`src/rtl/uart_key_decoder.sv`:
```
// rtl/uart_key_decoder.sv - 8N1 receiver that turns keyboard bytes into held paddle levels and a start pulse.
// Direction commands are held for a retriggerable window because a terminal never sends key releases.
module uart_key_decoder #(
  parameter int CLK_FREQ      = 50_000_000,
  parameter int BAUD          = 115200,
  parameter int HOLD_MS       = 60,
  parameter int START_STRETCH = 4
) (
  input  logic       clk,
  input  logic       rst,
  input  logic       uart_rx,
  output logic       p1_up,
  output logic       p1_down,
  output logic       p2_up,
  output logic       p2_down,
  output logic       start_trigger,
  output logic [7:0] rx_byte,
  output logic       rx_valid,
  output logic       frame_err
);

  localparam int CLKS_PER_BIT = CLK_FREQ / BAUD;
  localparam int HOLD_CYCLES  = (CLK_FREQ / 1000) * HOLD_MS;
  localparam int CW = (CLKS_PER_BIT > 1) ? $clog2(CLKS_PER_BIT) : 1;
  localparam int HW = $clog2(HOLD_CYCLES + 1);
  localparam int SW = $clog2(START_STRETCH + 1);

  localparam logic [CW-1:0] BIT_LAST  = CW'(CLKS_PER_BIT - 1);
  localparam logic [CW-1:0] HALF_LAST = CW'(CLKS_PER_BIT / 2 - 1);
  localparam logic [HW-1:0] HOLD_LOAD = HW'(HOLD_CYCLES);
  localparam logic [SW-1:0] STRETCH_LOAD = SW'(START_STRETCH);

  typedef enum logic [2:0] {IDLE, START, DATA, STOP, WAIT_HIGH} state_t;

  state_t        state;
  logic          sync1, rxs;
  logic [CW-1:0] cnt;
  logic [2:0]    bit_idx;
  logic [7:0]    shreg;

  always_ff @(posedge clk) begin
    if (rst) begin
      sync1 <= 1'b1;
      rxs   <= 1'b1;
    end else begin
      sync1 <= uart_rx;
      rxs   <= sync1;
    end
  end

  // Sampling points land mid-bit: half a bit after the falling edge, then every full bit.
  always_ff @(posedge clk) begin
    if (rst) begin
      state     <= IDLE;
      cnt       <= '0;
      bit_idx   <= '0;
      shreg     <= '0;
      rx_byte   <= '0;
      rx_valid  <= 1'b0;
      frame_err <= 1'b0;
    end else begin
      rx_valid  <= 1'b0;
      frame_err <= 1'b0;
      case (state)
        IDLE: begin
          if (!rxs) begin
            state <= START;
            cnt   <= '0;
          end
        end
        START: begin
          if (cnt == HALF_LAST) begin
            cnt     <= '0;
            bit_idx <= '0;
            state   <= rxs ? IDLE : DATA;
          end else begin
            cnt <= cnt + CW'(1);
          end
        end
        DATA: begin
          if (cnt == BIT_LAST) begin
            cnt   <= '0;
            shreg <= {rxs, shreg[7:1]};
            if (bit_idx == 3'd7) state <= STOP;
            else bit_idx <= bit_idx + 3'd1;
          end else begin
            cnt <= cnt + CW'(1);
          end
        end
        STOP: begin
          if (cnt == BIT_LAST) begin
            cnt <= '0;
            if (rxs) begin
              rx_valid <= 1'b1;
              rx_byte  <= shreg;
              state    <= IDLE;
            end else begin
              frame_err <= 1'b1;
              state     <= WAIT_HIGH;
            end
          end else begin
            cnt <= cnt + CW'(1);
          end
        end
        WAIT_HIGH: begin
          if (rxs) state <= IDLE;
        end
        default: state <= IDLE;
      endcase
    end
  end

  logic [7:0] key;
  logic       cmd_p1_up, cmd_p1_down, cmd_p2_up, cmd_p2_down, cmd_start, cmd_release;

  always_comb begin
    key = rx_byte;
    if (rx_byte >= 8'h41 && rx_byte <= 8'h5A) key = rx_byte | 8'h20;
    cmd_p1_up   = rx_valid && (key == 8'h77);
    cmd_p1_down = rx_valid && (key == 8'h73);
    cmd_p2_up   = rx_valid && (key == 8'h69);
    cmd_p2_down = rx_valid && (key == 8'h6B);
    cmd_start   = rx_valid && (key == 8'h20 || key == 8'h0D);
    cmd_release = rx_valid && (key == 8'h78);
  end

  logic [HW-1:0] p1_cnt, p2_cnt;
  logic [SW-1:0] start_cnt;

  // Directions drop together in the cycle the window counter reaches zero.
  always_ff @(posedge clk) begin
    if (rst || cmd_release) begin
      p1_up   <= 1'b0;
      p1_down <= 1'b0;
      p1_cnt  <= '0;
      p2_up   <= 1'b0;
      p2_down <= 1'b0;
      p2_cnt  <= '0;
    end else begin
      if (cmd_p1_up || cmd_p1_down) begin
        p1_up   <= cmd_p1_up;
        p1_down <= cmd_p1_down;
        p1_cnt  <= HOLD_LOAD;
      end else if (p1_cnt != '0) begin
        p1_cnt <= p1_cnt - HW'(1);
        if (p1_cnt == HW'(1)) begin
          p1_up   <= 1'b0;
          p1_down <= 1'b0;
        end
      end
      if (cmd_p2_up || cmd_p2_down) begin
        p2_up   <= cmd_p2_up;
        p2_down <= cmd_p2_down;
        p2_cnt  <= HOLD_LOAD;
      end else if (p2_cnt != '0) begin
        p2_cnt <= p2_cnt - HW'(1);
        if (p2_cnt == HW'(1)) begin
          p2_up   <= 1'b0;
          p2_down <= 1'b0;
        end
      end
    end
  end

  always_ff @(posedge clk) begin
    if (rst) begin
      start_cnt <= '0;
    end else if (cmd_start) begin
      start_cnt <= STRETCH_LOAD;
    end else if (start_cnt != '0) begin
      start_cnt <= start_cnt - SW'(1);
    end
  end

  assign start_trigger = (start_cnt != '0);

endmodule

```
`config.mk`:
```
export PLATFORM = sky130hd
export DESIGN_NAME = uart_key_decoder
export DESIGN_NICKNAME = d
export VERILOG_FILES = /design/src/rtl/uart_key_decoder.sv
export SDC_FILE = /design/constraint.sdc
export NUM_CORES = 1
export LEC_CHECK = 0
export BUFFER_PORTS_ARGS = -buffer_cell sky130_fd_sc_hd__buf_2
export CAP_MARGIN = 20
export CORE_AREA = 2 2 118 120
export DETAILED_ROUTE_END_ITERATION = 16
export DIE_AREA = 0 0 120 122
export PLACE_DENSITY = 0.49
export REMOVE_ABC_BUFFERS = 1
export SLEW_MARGIN = 10
export SYNTH_ARGS = -nofsm -noshare
export SYNTH_HDL_FRONTEND = slang
export SYNTH_SLANG_ARGS = --single-unit
```
`constraint.sdc`:
```
create_clock -name clk -period 6.5 [get_ports clk]
set_clock_uncertainty 0.1 [all_clocks]
set_input_delay 1.3 -clock clk [delete_from_list [all_inputs] [get_ports clk]]
set_output_delay 1.3 -clock clk [all_outputs]
set_load 0.03 [all_outputs]
```
==> impl_summary.txt, run 1 <==
----------------------------------------------------
[Run status]
  Status ... completed

[Timing]
  Post-layout min period ... 2871 ps
  Total negative setup slack ... 0 ps
  Final hold viol count ... 0
  Final hold slack ... 309.1 ps
  Worst slew margin relative to its limit ... 0.5541
  Final WS setup ... 3629 ps
  Final max-slew violation count ... 0
  Setup repair after global routing missed its margin ... false
  Final number of setup-violating endpoints ... 0
  Slew at the pin closest to its max-slew limit ... 662.7 ps
  Maximum clock frequency ... 0.3483 GHz
  Final worst-path cycle share ... 0.4418

[Drt]
  Via total after detailed routing ... 3551
  Top layer used by detailed routing ... met4
  Number of optimization iterations in the first detailed-route pass ... 4
  Initial drt markers ... 145
  Detailed-route vias per instance ... 5.087
  Routed Wire Length ... 9440 um
  M1 WL ... 4654 um
  Post-DR wirelength/cell ... 13.52 um
  Remaining DRCs ... 0
  Total met3 wirelength after detailed routing ... 246 um
  Met2 wire length ... 4419 um
  Antenna-violating nets left ... 0

[Floorplan]
  Num rows ... 43
  Number of top-level pins ... 18
  Y dimension of the die ... 122 um
  Initial cell density of the core ... 0.3208
  Full die area ... 14640 sq um
  Die width ... 120 um
  Core Area ... 13500 sq um

[GRT]
  Overall routing resource usage ... 0.1398
  Via count of the first global-routing pass ... 3349
  Grt ovf ... 0
  Number of antenna violations at the first check in global routing ... 0
  First-pass GRT wire length ... 16530 um
  Pin count of the biggest net entering global routing ... 38

[Logic synthesis]
  Share of synthesized area occupied by flip-flops and latches ... 0.3975
  Yosys reg bits ... 86
  Synth unique cells ... 57
  Total of warnings raised by yosys ... 0
  Async SR Flop Fraction ... 0
  Average size of a mapped cell ... 8.629 sq um
  Primary flip-flop cell chosen by synthesis mapping ... dfxtp_1
  Most area-consuming cells after synthesis ... dfxtp_1 (40%), nor2_1 (6.6%), mux2i_1 (4.2%), xnor2_1 (3.8%), ha_1 (3.5%)
  Fraction of post-synthesis cell area in the top cell type by area ... 0.3975
  Cell type with the highest aggregate area in the netlist ... dfxtp_1
  Count of mapped cells out of synthesis ... 502
  Post-synthesis instance area ... 4332 sq um
  Count of flip-flops with a built-in enable after synthesis ... 0

[Layout]
  Final instance area ... 4922 sq um
  Utilization after layout ... 0.3645
  Total inserted antenna cells ... 0
  Nets@finish ... 529
  Layout Area Growth over Synthesis ... 13.63%
  Share of layout cells above drive strength 1 ... 0.1062
  Layout filler cell count ... 1355

[Worst hold path]
  Hold Path Depth ... 1
  Terminating pin of the worst hold path ... rxs
  Critical hold path startpoint ... sync1
  Hold Crit Class ... flip-flop to flip-flop

[Placed design]
  Count of buffers inserted at the top-level ports ... 17
  Worst setup slack before clock tree synthesis ... 3528 ps
  Area after detailed placement ... 4583 sq um
  Final weighted congestion in routability-driven placement ... 0.7470
  Detailed Place HPWL ... 6559 um

[Critical path]
  Worst endpoint required time ... 5100 ps
  Largest driver fanout on the critical path ... 4
  Count of cell instances traversed by the critical path ... 5
  Critical path endpoint category ... primary output
  R2r endpoint ... cnt[7]
  Series of cell instances along the critical path ... inv_1 -> ha_1 -> ha_1 -> inv_1 -> buf_2
  Standard cell with the maximum stage delay on the critical path ... dfxtp_1
  Kind of start point of the critical path ... flip-flop
  Delay of the slowest cell on the worst path ... 340 ps
  WP data arrival ... 1470 ps
  Worst setup path category ... flip-flop to primary output
  Worst r2r path cells ... 7
  Reg-to-Reg Start ... cnt[0]
  Top Family by Delay on Critical Path ... adder cells
  WP buf/inv ... 3
  Reg2reg setup slack ... 3930 ps

[Clocking]
  Number of buffers created by CTS ... 9
  # resized after CTS ... 0
  Clock H-tree levels ... 3
  Latest clock arrival within the worst-skew pair ... 340 ps
  Post-cts hold buffer count ... 0
  CTS Sinks ... 86
  Number of buffers between clock root and the deepest sink ... 2
  Root Buffer Master ... clkbuf_16
  Post-CTS setup-driven buffer insertion count ... 0
  Clock slew seen by the registers of the worst setup and hold paths ... 60 ps
  CTS tree ... built

[Job]
  Max-cap violations ... 0

[Pwr]
  Total power per unit cell area ... 473.5 nW/um^2
  Leakage component of the power ... 1.789 nW
  Peak ir drop on the vdd network ... 0.1391 mV

----------------------------------------------------
==> placed cells by master, fill, tap and decap left out, types with 17 or more instances in the layout <==
cell | Yosys | routed
dfxtp_1 | 86 | 86
buf_2 | 2 | 17
a31oi_1 | 17 | 17
a21oi_1 | 24 | 24
nor3_1 | 17 | 17
nand2_1 | 36 | 36
nor2_1 | 76 | 76
xnor2_1 | 19 | 19
inv_1 | 18 | 18
mux2i_1 | 18 | 18
==> Yosys cell counts, types with 4 or more instances <==
cell / number
and3_1: 5
o211ai_1: 4
inv_1: 18
mux2i_1: 18
nand2_1: 36
or3_1: 9
o21ai_0: 13
nor3_1: 17
nand3_1: 14
nor2b_1: 5
a211oi_1: 4
xor2_1: 10
or4_4: 4
a21oi_1: 24
xnor2_1: 19
or4_1: 11
nor4_1: 13
ha_1: 12
dfxtp_1: 86
or2_2: 7
nand3b_1: 7
nor2_1: 76
a31oi_1: 17
a22oi_1: 4
and2_1: 4
clkbuf_1: 16
==> flip-flops by register name (all words and copies together) (netlist names), 3 cells and up <==
name,flops
p1_cnt,22
p2_cnt,22
cnt,9
rx_byte,8
shreg,8
bit_idx,3
start_cnt,3
state,3
==> power by group <==
| part | internal (mW) | switching, mW | leakage, nW | total (mW) |
|---|---|---|---|---|
| clock | 0.356 | 0.208 | 0.155 | 0.564 |
| sequential | 0.628 | 0.117 | 0.699 | 0.745 |
| combinational | 0.430 | 0.591 | 0.934 | 1.02 |
| total | 1.41 | 0.917 | 1.79 | 2.33 |
==> area by class of cell <==
class | instances | area [sq um] | share of cell area
multi-input combinational | 380 | 2476 | 0.5030
tap | 180 | 225.2 | 0.04575
inverter | 18 | 67.56 | 0.01373
sequential | 86 | 1722 | 0.3498
clock buffer | 12 | 256.5 | 0.05211
timing repair buffer | 19 | 107.6 | 0.02186
clock inverter | 3 | 67.56 | 0.01373
==> metal layers <==
metal	track usage	vias up
met5	0	-
met4	0.05074	0
met3	0.03090	8
met2	0.2305	35
met1	0.1795	1672
li1	-	1836
==> through the flow <==
stage,power (mW),instances
after floorplan,1.571,484
after detailed placement,1.774,682
after global routing,2.530,698
after global placement,1.768,682
after CTS,2.352,697
final,2.331,698
==> worst max path at each step <==
stage | end | slack [ps] | start
after floorplan | start_trigger | 4090 | start_cnt[0]
after global placement | p2_cnt[19] | 3530 | rst
after detailed placement | p2_cnt[19] | 3530 | rst
after CTS | start_trigger | 3600 | start_cnt[0]
after global routing | start_trigger | 3550 | start_cnt[0]
final | start_trigger | 3630 | start_cnt[0]
==> logic make-up (layout without fill, tap and decap cells) <==
kind of cell,after synthesis,after routing,synth area share
AOI/OAI and AO/OA,87,87,0.1329
xor gates and xnor gates,29,29,0.05864
adders and majority gates,12,12,0.03466
buffers and inverters,36,52,0.03177
DFF,86,86,0.3975
muxes,19,19,0.04419
and+or+nand+nor,233,233,0.3004
Power figures use the tool's default switching activity.
==> inputs of run 2 (changes only) <==
--- a/config.mk
+++ b/config.mk
@@ -5,12 +5,13 @@
 export SDC_FILE = /design/constraint.sdc
 export NUM_CORES = 1
 export LEC_CHECK = 0
+export ABC_AREA = 1
 export BUFFER_PORTS_ARGS = -buffer_cell sky130_fd_sc_hd__buf_2
 export CAP_MARGIN = 20
-export CORE_AREA = 2 2 118 120
+export CORE_AREA = 2 2 122 124
 export DETAILED_ROUTE_END_ITERATION = 16
-export DIE_AREA = 0 0 120 122
-export PLACE_DENSITY = 0.49
+export DIE_AREA = 0 0 124 126
+export PLACE_DENSITY = 0.51
 export REMOVE_ABC_BUFFERS = 1
 export SLEW_MARGIN = 10
 export SYNTH_ARGS = -nofsm -noshare
==> constraint.sdc (replaced) <==
create_clock -name clk -period 2.32 [get_ports clk]
set_clock_uncertainty 0.1 [all_clocks]
set_input_delay 0.464 -clock clk [delete_from_list [all_inputs] [get_ports clk]]
set_output_delay 0.464 -clock clk [all_outputs]
set_load 0.03 [all_outputs]
==> run 2 against run 1 <==
  * Synthesized area up 6.9%
  * Die area up 6.7%
  * Flip-flop and latch count unchanged
  * Clock-buffer cell count down 2
  * Critical path type unchanged
  * Critical endpoint unchanged
  * Largest power group is now sequential cells
  * Highest routed layer unchanged
==> impl_summary.txt, run 2 <==
----------------------------------------------------
[Run status]
  Status ... completed

[Critical path]
  Series of cell instances along the critical path ... inv_1 -> ha_1 -> ha_1 -> inv_1 -> buf_2
  Largest driver fanout on the critical path ... 4 (unchanged)
  Reg2reg setup slack ... 290 ps (-3640 ps)
  Worst r2r path cells ... 10 (+3)
  R2r endpoint ... p2_cnt[9]
  Critical path endpoint category ... primary output
  Source of the critical timing path ... start_cnt[0]
  Worst endpoint required time ... 1760 ps (-3340 ps)
  Reg-to-Reg Start ... p2_cnt[0]
  Delay of the slowest cell on the worst path ... 340 ps (about the same)
  WP data arrival ... 1480 ps (about the same)
  Standard cell with the maximum stage delay on the critical path ... dfxtp_1
  Kind of start point of the critical path ... flip-flop
  Worst setup path category ... flip-flop to primary output

[Pwr]
  Leakage component of the power ... 2.223 nW (+24%)
  Total power per unit cell area ... 697.8 nW/um^2 (+47%)
  Peak ir drop on the vdd network ... 0.5493 mV (+290%)

[Timing]
  Final WS setup ... 275.3 ps (-3353 ps)
  Final max-slew violation count ... 0 (unchanged)
  Final number of setup-violating endpoints ... 0 (unchanged)
  Post-layout min period ... 2045 ps
  Worst slew margin relative to its limit ... 0.5976 (+0.04351)
  Slew at the pin closest to its max-slew limit ... 603.0 ps (-59.76 ps)
  Maximum clock frequency ... 0.4891 GHz
  Final hold viol count ... 0 (unchanged)
  Total negative setup slack ... 0 ps (unchanged)
  Final worst-path cycle share ... 0.8813
  Setup repair after global routing missed its margin ... false

[Clocking]
  Number of buffers between clock root and the deepest sink ... 2 (unchanged)
  CTS Sinks ... 86 (unchanged)
  Post-CTS setup-driven buffer insertion count ... 0 (unchanged)
  Number of buffers created by CTS ... 9 (unchanged)
  Clock H-tree levels ... 3 (unchanged)
  CTS tree ... built
  Clock slew seen by the registers of the worst setup and hold paths ... 60 ps (about the same)
  # resized after CTS ... 0 (unchanged)
  Post-cts hold buffer count ... 0 (unchanged)
  Latest clock arrival within the worst-skew pair ... 350 ps (about the same)
  Root Buffer Master ... clkbuf_16

[Logic synthesis]
  Synth Area in Simple Gates ... 0.3728 (+0.07237)
  Complex-gate fraction of the synthesized area ... 0.1108 (-0.02212)
  Most common cell in the netlist ... nand2_1
  Cell type with the highest aggregate area in the netlist ... dfxtp_1
  Share of synthesized area occupied by flip-flops and latches ... 0.3717 (-0.02577)
  Post-synthesis instance area ... 4632 sq um (+6.9%)
  Xor and xnor fraction of the mapped netlist area ... 0.03593 (-0.02271)
  Total of warnings raised by yosys ... 0 (unchanged)
  Average size of a mapped cell ... 6.986 sq um (-19%)
  Post-Synth Adder-Cell Area ... 0.03241 (-0.002247)
  Fraction of post-synthesis cell area in the top cell type by area ... 0.3717 (-0.02577)
  Synth unique cells ... 38 (-33%)
  Multiplexer share of the synthesized area ... 0 (-0.04419)
  Async SR Flop Fraction ... 0 (unchanged)
  Count of mapped cells out of synthesis ... 663 (+32%)
  Most area-consuming cells after synthesis ... dfxtp_1 (37%), nand2_1 (10%), nor2_1 (7.9%), nand3_1 (5.7%), a21oi_1 (5.5%)
  Yosys reg bits ... 86 (unchanged)
  Commonest cells in the netlist ... nand2_1 (129), nor2_1 (97), dfxtp_1 (86), inv_1 (68), nand3_1 (53)
  Primary flip-flop cell chosen by synthesis mapping ... dfxtp_1
  Combinational family with the most area after synthesis ... simple AND/OR/NAND/NOR gates
  Count of flip-flops with a built-in enable after synthesis ... 0 (unchanged)

[Floorplan]
  Num rows ... 44 (+2.3%)
  Full die area ... 15620 sq um (+6.7%)
  Number of top-level pins ... 18 (unchanged)
  Y dimension of the die ... 126 um (+3.3%)
  Core Area ... 14310 sq um (+6.0%)
  Initial cell density of the core ... 0.3236 (+0.002838)
  Die width ... 124 um (+3.3%)

[Layout]
  Largest registers ... p1_cnt: 22 flops, p2_cnt: 22 flops, cnt: 9 flops
  Combined flip-flop and latch cell area ... 1722 sq um (unchanged)
  Commonest cells after routing, fill and taps aside ... nand2_1 (129), nor2_1 (97), dfxtp_1 (86)
  Commonest non-fill, non-tap cell in the layout ... nand2_1
  Post-Layout Cell Count ... 873 (+25%)
  Total inserted antenna cells ... 0 (unchanged)
  Layout filler cell count ... 1552 (+15%)
  Area used by multi-input combinational logic ... 2556 sq um (+3.2%)
  Share of layout cells above drive strength 1 ... 0.1393 (+0.03315)
  Nets@finish ... 699 (+32%)
  Layout Area Growth over Synthesis ... 12.59%

[Placed design]
  Detailed Place HPWL ... 8343 um (+27%)
  Placed cells ... 857 (+26%)
  Count of buffers inserted at the top-level ports ... 17 (unchanged)
  Worst setup slack before clock tree synthesis ... 323.2 ps (-3205 ps)
  Final weighted congestion in routability-driven placement ... 0.8999 (+20%)

[Drt]
  Initial drt markers ... 192 (+32%)
  Routed Wire Length ... 11150 um (+18%)
  Via total after detailed routing ... 4181 (+18%)
  Post-DR wirelength/cell ... 12.77 um (-5.6%)
  Detailed-route vias per instance ... 4.789 (-5.9%)
  Antenna-violating nets left ... 0 (unchanged)
  Remaining DRCs ... 0 (unchanged)
  Number of optimization iterations in the first detailed-route pass ... 4 (unchanged)

[GRT]
  Grt ovf ... 0 (unchanged)
  First-pass GRT wire length ... 19400 um (+17%)
  Overall routing resource usage ... 0.1556 (+0.01589)
  Number of antenna violations at the first check in global routing ... 0 (unchanged)
  Via count of the first global-routing pass ... 4083 (+22%)
  Pin count of the biggest net entering global routing ... 24 (-37%)

[Worst hold path]
  Hold Crit Class ... input port to flip-flop
  Terminating pin of the worst hold path ... sync1
  Critical hold path startpoint ... uart_rx
  Hold Path Depth ... 2 (+1)

[Job]
  Max-cap violations ... 0 (unchanged)

----------------------------------------------------
run 2: worst max-delay path by stage:
stage	endpoint	slack [ps]	depth (start not counted)
2_1_floorplan	p1_cnt[7]	360	7
3_3_place_gp	p2_cnt[14]	390	10
3_5_place_dp	p2_cnt[14]	320	10
4_1_cts	start_trigger	240	5
5_1_grt	p2_cnt[9]	80	10
6_report	start_trigger	280	5
run 2: layer usage:
metal	share of wire	up-vias	GRT usage	wire, um
met4	0.024	0	0.07535	272
met3	0.024	19	0.03261	267
li1	-	2196	-	-
met1	0.49	1915	0.2058	5515
met5	0	-	0	0
met2	0.46	51	0.2401	5092
run 2: stage by stage:
| step | util | cell area (sq um) | total power, mW | hold WS (ps) |
|---|---|---|---|---|
| after floorplan | - | 4547 | 2.059 | 289.5 |
| after global placement | 0.3434 | 4915 | 2.186 | 304.4 |
| after detailed placement | 0.3434 | 4915 | 2.202 | 301.7 |
| after CTS | 0.3643 | 5215 | 3.693 | 194.7 |
| after global routing | 0.3643 | 5215 | 3.857 | 188.7 |
| final | 0.3643 | 5215 | 3.639 | 202.7 |
run 2: power by group:
group	internal (mW)	switching, mW	total (mW)
logic	0.189	0.399	0.588
clock network	0.860	0.614	1.47
registers	1.53	0.0434	1.58
total	2.58	1.06	3.64
run 2: final cells by class:
cell class,count,share of cell area
repair buffers,24,0.02639
inverters,71,0.05158
flip-flops and latches,86,0.3301
clock buffers,10,0.04583
multi-input cells,492,0.4902
well taps,184,0.04415
clock inverters,6,0.01176
run 2: worst max-delay path, delay by kind of cell, from the launching register on:
family,cells,cell delay [ps]
adders and majority gates,2,440
buffers and inverters,3,350
DFF,1,340
run 2: kinds of logic (layout without fill, tap and decap cells):
logic type	after synthesis	count (layout)
XOR/XNOR	19	19
AO/OA/AOI/OAI	92	92
flip-flops	86	86
AND/OR/NAND/NOR	369	369
adder cells (fa/ha/maj)	12	12
buffers and inverters	85	111
==> inputs of run 3 (changes only) <==
--- a/config.mk
+++ b/config.mk
@@ -11,7 +11,7 @@
 export CORE_AREA = 2 2 122 124
 export DETAILED_ROUTE_END_ITERATION = 16
 export DIE_AREA = 0 0 124 126
-export PLACE_DENSITY = 0.51
+export PLACE_DENSITY = 0.49
 export REMOVE_ABC_BUFFERS = 1
 export SLEW_MARGIN = 10
 export SYNTH_ARGS = -nofsm -noshare
==> constraint.sdc (replaced) <==
create_clock -name clk -period 2.2 [get_ports clk]
set_clock_uncertainty 0.1 [all_clocks]
set_input_delay 0.44 -clock clk [delete_from_list [all_inputs] [get_ports clk]]
set_output_delay 0.44 -clock clk [all_outputs]
set_load 0.03 [all_outputs]
==> run 3 against run 2 <==
  * Flip-flop and latch count did not move
  * Non-clock buffer count up 6
  * Sequential share of layout area decreased by 0.51 points
  * Via count is 1.1% higher
  * Total power up 11%
  * Final cell count rose by 0.57%
  * Combinational power increased by 4.6%
  * Clock-buffer cell count is 1 higher
  * Critical path depth stayed put
  * Critical path type unchanged
  * Largest cell class unchanged
  * Largest power group is now clock
==> impl_summary.txt, run 3 (synthesis results as in run 2) <==
----------------------------------------------------
[Drt]
  Initial drt markers ... 193 (+0.52%)
  Routed Wire Length ... 11170 um (+0.21%)
  Remaining DRCs ... 0 (unchanged)
  Detailed-route vias per instance ... 4.812 (+0.48%)
  Antenna-violating nets left ... 0 (unchanged)
  Via total after detailed routing ... 4225 (+1.1%)
  Number of optimization iterations in the first detailed-route pass ... 4 (unchanged)
  Post-DR wirelength/cell ... 12.72 um (-0.36%)

[Floorplan]
  Y dimension of the die ... 126 um (unchanged)
  Num rows ... 44 (unchanged)
  Full die area ... 15620 sq um (unchanged)
  Number of top-level pins ... 18 (unchanged)
  Initial cell density of the core ... 0.3236 (unchanged)
  Die width ... 124 um (unchanged)
  Core Area ... 14310 sq um (unchanged)

[Placed design]
  Detailed Place HPWL ... 8313 um (-0.36%)
  Final weighted congestion in routability-driven placement ... 0.8909 (-1.0%)
  Count of buffers inserted at the top-level ports ... 17 (unchanged)
  Placed cells ... 863 (+0.70%)

[Critical path]
  Standard cell with the maximum stage delay on the critical path ... dfxtp_1
  WP buf/inv ... 3 (unchanged)
  Worst endpoint required time ... 1660 ps (-100 ps)
  Largest driver fanout on the critical path ... 4 (unchanged)
  Top Family by Delay on Critical Path ... adder cells
  Delay of the slowest cell on the worst path ... 350 ps (about the same)
  Worst setup path category ... flip-flop to primary output
  Series of cell instances along the critical path ... inv_1 -> ha_1 -> ha_1 -> inv_1 -> buf_2
  WP data arrival ... 1480 ps (about the same)
  Critical path endpoint category ... primary output
  Kind of start point of the critical path ... flip-flop

[Layout]
  Share of layout cells above drive strength 1 ... 0.1441 (+0.004760)
  Commonest cells after routing, fill and taps aside ... nand2_1 (129), nor2_1 (97), dfxtp_1 (86)
  Largest registers ... p1_cnt: 22 flops, p2_cnt: 22 flops, cnt: 9 flops
  Layout Area Growth over Synthesis ... 14.37%
  Commonest non-fill, non-tap cell in the layout ... nand2_1
  Total inserted antenna cells ... 0 (unchanged)
  Layout filler cell count ... 1548 (-0.26%)
  Post-Layout Cell Count ... 878 (+0.57%)
  Nets@finish ... 705 (+0.86%)

[Timing]
  Worst slew margin relative to its limit ... 0.5642 (-0.03346)
  Maximum clock frequency ... 0.4952 GHz
  Final max-slew violation count ... 0 (unchanged)
  Final number of setup-violating endpoints ... 0 (unchanged)
  Final hold viol count ... 0 (unchanged)
  Final worst-path cycle share ... 0.9179
  Post-layout min period ... 2019 ps
  Slew at the pin closest to its max-slew limit ... 653.1 ps (+50.14 ps)
  Total negative setup slack ... 0 ps (unchanged)
  Setup repair after global routing missed its margin ... false

[Pwr]
  Total power per unit cell area ... 761.4 nW/um^2 (+9.1%)
  Leakage component of the power ... 2.267 nW (+2.0%)
  Peak ir drop on the vdd network ... 0.3773 mV (-31%)

[GRT]
  Overall routing resource usage ... 0.1512 (-0.004461)
  Grt ovf ... 0 (unchanged)
  Pin count of the biggest net entering global routing ... 24 (unchanged)
  Number of antenna violations at the first check in global routing ... 0 (unchanged)
  Via count of the first global-routing pass ... 3875 (-5.1%)
  First-pass GRT wire length ... 18770 um (-3.2%)

[Clocking]
  Latest clock arrival within the worst-skew pair ... 340 ps (about the same)
  CTS tree ... built
  CTS Sinks ... 86 (unchanged)
  Post-cts hold buffer count ... 0 (unchanged)
  Post-CTS setup-driven buffer insertion count ... 0 (unchanged)
  # resized after CTS ... 0 (unchanged)
  Number of buffers between clock root and the deepest sink ... 2 (unchanged)
  Root Buffer Master ... clkbuf_16
  Clock slew seen by the registers of the worst setup and hold paths ... 60 ps (about the same)
  Number of buffers created by CTS ... 9 (unchanged)
  Clock H-tree levels ... 3 (unchanged)

[Job]
  Max-cap violations ... 0 (unchanged)

[Run status]
  Status ... completed

[Worst hold path]
  Hold Crit Class ... input port to flip-flop

----------------------------------------------------
## run 3: cell count changes in the layout (fill, tap and decap cells not counted), sizes merged
cell	change
clkbuf	+1
clkinvlp	-1
buf	+6
clkinv	-3
bufinv	+2
## run 3: area by class of cell
cell class / count / area, sq um / share of cell area
well taps: 184 / 230.2 / 0.04346
clock buffers: 11 / 242.7 / 0.04582
inverters: 71 / 269.0 / 0.05078
repair buffers: 30 / 182.7 / 0.03448
clock inverters: 4 / 95.09 / 0.01795
flip-flops and latches: 86 / 1722 / 0.3250
multi-input cells: 492 / 2556 / 0.4825
## run 3: report_power, final
part	switching [mW]	internal (mW)
clock	0.623	1.13
combinational	0.413	0.202
sequential	0.0455	1.62
## run 3: per-stage QoR
stage	hold WS, ps	power (mW)	worst slack, ps	area, sq um	util
finish	178.6	4.034	180.6	5298	0.3701
floorplan	289.5	2.172	239.9	4547	-
global route	175.3	4.238	72.66	5298	0.3701
global placement	307.8	2.308	405.1	4960	0.3465
CTS	168.6	4.082	157.0	5298	0.3701
detailed placement	298.4	2.314	311.8	4960	0.3465
## run 3: worst register-to-register path: stages (launching register included)
cell and delay (ps):
dfxtp_1 340, inv_1 90, ha_1 260, nand2_2 110, nor2_4 180, nand3_2 220, buf_4 250, nand3b_1 100
nand2_1 60, nand2_1 90, inv_1 40
## run 3: per-layer routing
metal | part of all wire | track usage
met1 | 0.50 | 0.2067
met2 | 0.46 | 0.2366
met3 | 0.029 | 0.02627
met4 | 0.013 | 0.05816
met5 | 0 | 0
## run 3: path summary, 6_finish.rpt
kind / slack [ps] / startpoint / end / depth (start not counted)
max: 180 / start_cnt[0] / start_trigger / 5
min reg2reg: 310 / sync1 / rxs / 1
min: 180 / uart_rx / sync1 / 2
max reg2reg: 280 / p2_cnt[0] / p2_cnt[9] / 10
